===== src/rtl/reg_write_arbiter_pkg.sv =====
// Shared types and constants for the two-requester register write arbiter.
// Holds the FSM state encoding, requester indices and counter sizing helper.
package reg_write_arbiter_pkg;

   typedef enum logic {
      ST_IDLE = 1'b0,
      ST_HOLD = 1'b1
   } state_e;

   localparam logic REQ_IDX0 = 1'b0;
   localparam logic REQ_IDX1 = 1'b1;

   // Hold counter must represent HOLD_CYCLES; never narrower than one bit.
   function automatic int cnt_width(input int hold);
      return (hold < 1) ? 1 : $clog2(hold + 1);
   endfunction

endpackage


===== src/rtl/reg_write_arbiter_wr_reg.sv =====
// Shared WIDTH-bit register with write enable and async active-low clear.
// The clock is free-running; the enable selects between hold and load.
module wr_reg #(
   parameter int WIDTH = 4
) (
   input  logic             clk,
   input  logic             rst_n,
   input  logic             we,
   input  logic [WIDTH-1:0] d,
   output logic [WIDTH-1:0] q
);

   always_ff @(posedge clk or negedge rst_n) begin
      if (!rst_n) begin
         q <= '0;
      end else if (we) begin
         q <= d;
      end
   end

endmodule


===== src/rtl/reg_write_arbiter.sv =====
// Two-requester round-robin arbiter for a single shared register, with a
// programmable busy window after every committed write.
module reg_write_arbiter
   import reg_write_arbiter_pkg::*;
#(
   parameter int WIDTH       = 4,
   parameter int HOLD_CYCLES = 2
) (
   input  logic             CLK,
   input  logic             RESETN,
   input  logic             REQ0,
   input  logic [WIDTH-1:0] D0,
   input  logic             REQ1,
   input  logic [WIDTH-1:0] D1,
   output logic [WIDTH-1:0] O,
   output logic             ACK0,
   output logic             ACK1,
   output logic             BUSY,
   output logic             LAST
);

   localparam int            CW        = cnt_width(HOLD_CYCLES);
   localparam logic [CW-1:0] HOLD_LOAD = CW'(HOLD_CYCLES);

   state_e          state, state_nx;
   logic [CW-1:0]   cnt, cnt_nx;
   logic            elig0, elig1;
   logic            win, win_idx;
   logic [WIDTH-1:0] wr_data;

   // State register
   always_ff @(posedge CLK or negedge RESETN) begin
      if (!RESETN) begin
         state <= ST_IDLE;
         cnt   <= '0;
      end else begin
         state <= state_nx;
         cnt   <= cnt_nx;
      end
   end

   // Next-state logic
   always_comb begin
      state_nx = state;
      cnt_nx   = cnt;
      if (state == ST_IDLE) begin
         if (win && (HOLD_CYCLES > 0)) begin
            state_nx = ST_HOLD;
            cnt_nx   = HOLD_LOAD;
         end
      end else begin
         cnt_nx = cnt - 1'b1;
         if (cnt <= CW'(1)) begin
            state_nx = ST_IDLE;
            cnt_nx   = '0;
         end
      end
   end

   // Arbitration: a requester just acked is ignored for one cycle, which
   // is what lets a held REQ alternate cleanly when HOLD_CYCLES is 0.
   always_comb begin
      elig0   = (state == ST_IDLE) && REQ0 && !ACK0;
      elig1   = (state == ST_IDLE) && REQ1 && !ACK1;
      win     = elig0 || elig1;
      win_idx = (elig0 && elig1) ? ~LAST : (elig1 ? REQ_IDX1 : REQ_IDX0);
      wr_data = (win_idx == REQ_IDX1) ? D1 : D0;
   end

   always_ff @(posedge CLK or negedge RESETN) begin
      if (!RESETN) begin
         ACK0 <= 1'b0;
         ACK1 <= 1'b0;
         BUSY <= 1'b0;
         LAST <= REQ_IDX1;
      end else begin
         ACK0 <= win && (win_idx == REQ_IDX0);
         ACK1 <= win && (win_idx == REQ_IDX1);
         BUSY <= (state_nx == ST_HOLD);
         if (win) LAST <= win_idx;
      end
   end

   wr_reg #(.WIDTH(WIDTH)) u_wr_reg (
      .clk   (CLK),
      .rst_n (RESETN),
      .we    (win),
      .d     (wr_data),
      .q     (O)
   );

   ack_onehot: assert property (@(posedge CLK) disable iff (!RESETN) !(ACK0 && ACK1));

endmodule

===== config.mk =====
export PLATFORM = sky130hd
export DESIGN_NAME = reg_write_arbiter
export DESIGN_NICKNAME = d
export VERILOG_FILES = /design/src/rtl/reg_write_arbiter_pkg.sv /design/src/rtl/reg_write_arbiter_wr_reg.sv /design/src/rtl/reg_write_arbiter.sv
export SDC_FILE = /design/constraint.sdc
export NUM_CORES = 1
export LEC_CHECK = 0
export ABC_AREA = 1
export BUFFER_PORTS_ARGS = -buffer_cell sky130_fd_sc_hd__buf_4
export CAP_MARGIN = 20
export CORE_AREA = 3 3 40 42
export DETAILED_ROUTE_END_ITERATION = 8
export DIE_AREA = 0 0 43 45
export PLACE_DENSITY = 0.65
export RECOVER_POWER = 50
export SLEW_MARGIN = 10
export SYNTH_ARGS = -nofsm -noshare
export SYNTH_HDL_FRONTEND = slang
export SYNTH_SLANG_ARGS = --single-unit

===== constraint.sdc =====
create_clock -name CLK -period 2.05 [get_ports CLK]
set_input_delay 0.205 -clock CLK [delete_from_list [all_inputs] [get_ports CLK]]
set_output_delay 0.205 -clock CLK [all_outputs]
set_load 0.01 [all_outputs]

==> results.md <==
* Outcome: completed
* Routed met2 length at 534 um
* Endpoints failing hold at 0
* Most frequent cells after synthesis: 13 x nand2_1, 11 x nand3_1, 9 x dfrtp_1
* Critical path's slowest cell: dfrtp_1
* Max-slew violations at 0
* CP arrival at 1.41 ns
* Vias at 453
* Post-route clock period utilization at 61.4%
* Clock root cell: clkbuf_4
* CP bufs+invs at 2
* Avg Vias per Cell at about 4.8
* Largest net degree at the start of global routing at 11
* Async SR Flop Fraction at between 90% and 100%
* Max Used Layer: met4
* Congestion Overflow GR at 0
* Min Clock Period, post-route at 1.26 ns
* CTS tree: done
* Number of port buffers at 19
* Routed wire length per instance at about 11 um
* Leakage at about 0.00037 uW
* Slew HR at around two thirds
* Post-Route M1 WL at 419 um
* Clock transition at path regs at ~0.07 ns
* Vias in the first global route at 423
* Initial antenna violation count at 0
* Area leader, netlist: dfrtp_1
* Diode count at 0
* Cells after Synth at 56
* Worst slew pin tran at 0.519 ns
* Largest cells by area after synthesis: dfrtp_1 44%, nand3_1 11%, nand2_1 9.6%
* Sequential share of the synthesized area at about half
* Post-Syn Nets at 68
* Inserted Clock Buffers at 3
* Worst Skew at 0.00404 ns
* Peak VDD IR at between 0.0005 and 0.0006 V
* I/O pins at 20
* Synth top area share at 44.4%
* Syn Area/Cell at 9.05 sq um
* Setup TNS at 0 ns
* Final WL at 1050 um
* First-pass GRT wire length at about 1700 um
* Most numerous cell in the Yosys netlist: nand2_1
* F_max at 0.794 GHz
* # rows at 13
* Setup violations, final at 0
* Core Footprint at 1280 sq um
* Starting Density at 39.4%
* Fin nets at 93
* Maxcap violations at 0
* Clock Tree Buf Depth at 2
* Die height at between 40 and 50 um
* Cell Pwr Density at ~1500 nW/um^2
* Post-Place Worst Slack at roughly 0.97 ns
* Skew-Pair Late Insertion Delay at 0.26 ns
* Die area at 1940 sq um
* Clk sinks at 10
* Layout cells sized above 1 at between 30% and 40%
* Synth-to-layout area growth at 34.1%
* RSZ-0062 raised after global routing: false
* Crit-path cells: inv_1, nand4_1, nand3_1, nand2_1, inv_1, nand2_1
* Crit end category: flip-flop
* Seq cells post-synth at 10
* GRT Util Overall at 12.4%
* DR DRC count at 0
* Synth warn at 0
* Synthesized area at 507 sq um
* Gp weighted congestion at slightly below 0.8
* Hold Path Class: in2reg
* Met3 wire length at between 60 and 70 um
* Worst Setup Start Kind: flip-flop
* Worst stage delay on the critical path at 0.41 ns
* Kind of critical path: reg2reg
* Hpwl dp at between 800 and 900 um
* Cell family with most CP delay: simple AND/OR/NAND/NOR gates
* PnR worst setup slack at between 0.7 and 0.8 ns
* Post_cts resized at 0
* Worst EP required at 2.20 ns
* DRT Pass-1 Iters at 4
* Synth unique cells at 15
* Die W at 43 um
* Top_reg_cell synth: dfrtp_1
* DRT iter0 DRCs at 9
* Depth of the CTS H-tree at 1
* Worst-path fanout max at 6
* DRT antenna net count at 0
* Post-synth EDFFs at 0
[routing by layer]
layer,global-route usage [%],up-vias
met2,20.1,15
met5,0,-
li1,-,226
met3,3.59,5
met4,7.23,0
met1,14.7,207
[final cells by class]
class | instances | area [sq um]
multi-input combinational | 36 | 183
inverter | 10 | 45.0
timing repair buffer | 20 | 145
clock buffer | 4 | 36.3
fill | 126 | 606
sequential | 10 | 251
tap | 15 | 18.8
[report_power, final]
| group | total [uW] | switching, uW | internal [uW] |
|---|---|---|---|
| clock | 177 | 69.5 | 108 |
| sequential | 362 | 62.4 | 300 |
| combinational | 465 | 263 | 202 |
| total | 1000 | 395 | 609 |
[cells in the final DEF, fill, tap and decap left out]
master,count
nand2_1,13
inv_4,1
nand2_4,3
nand4_1,1
nor2_1,3
inv_2,1
clkbuf_8,1
dlygate4sd3_1,1
inv_1,7
clkinv_4,1
dfrtp_1,9
clkbuf_1,2
dfstp_2,1
o21ai_0,1
nor2_2,2
clkbuf_4,3
o21ai_1,1
buf_4,17
nand3_1,12
[kinds of logic (layout without fill, tap and decap cells)]
family / Yosys count / count (layout) / share of synthesized area, %
AOI/OAI and AO/OA: 2 / 2 / 1.97
buffers and inverters: 10 / 34 / 8.89
DFF: 10 / 10 / 49.6
and+or+nand+nor: 34 / 34 / 39.5
[state kept, by name (all words and copies together), names as in the netlist]
signal / flops
u_wr_reg.q: 4
cnt: 2
ACK0: 1
ACK1: 1
BUSY: 1
LAST: 1
[final timing paths]
path / slack, ns / cells after the start / end / start
setup / recovery: 0.79 / 6 / u_wr_reg.q[3] / BUSY
hold / removal: 0.18 / 3 / u_wr_reg.q[2] / D1[2]
setup reg to reg: 0.79 / 6 / u_wr_reg.q[3] / BUSY
hold reg to reg: 0.51 / 2 / u_wr_reg.q[0] / u_wr_reg.q[0]
max in group asynchronous: 1.26 / 2 / LAST / RESETN
min in group asynchronous: 0.42 / 2 / ACK0 / RESETN
[timing repair]
item | in CTS | in global routing
setup buffers | 0 | 0
hold endpoints to repair | 10 | 0
hold buffers | 1 | 0
[tightest hold or removal path: stages]
cell and delay (ns):
buf_4 0.08, nand3_1 0.06, nand3_1 0.08
[metrics by stage]
step	std cells	area [sq um]	power [uW]	utilization (%)	hold WS [ns]
detailed placement	90	668	882	52.0	0.0406
floorplan	56	507	686	-	-0.0906
finish	95	679	1000	52.9	0.185
global placement	90	668	874	52.0	0.0422
global route	95	679	1090	52.9	0.177
CTS	95	714	1060	55.6	0.184
Note: power is estimated with default switching activity, not from simulation.
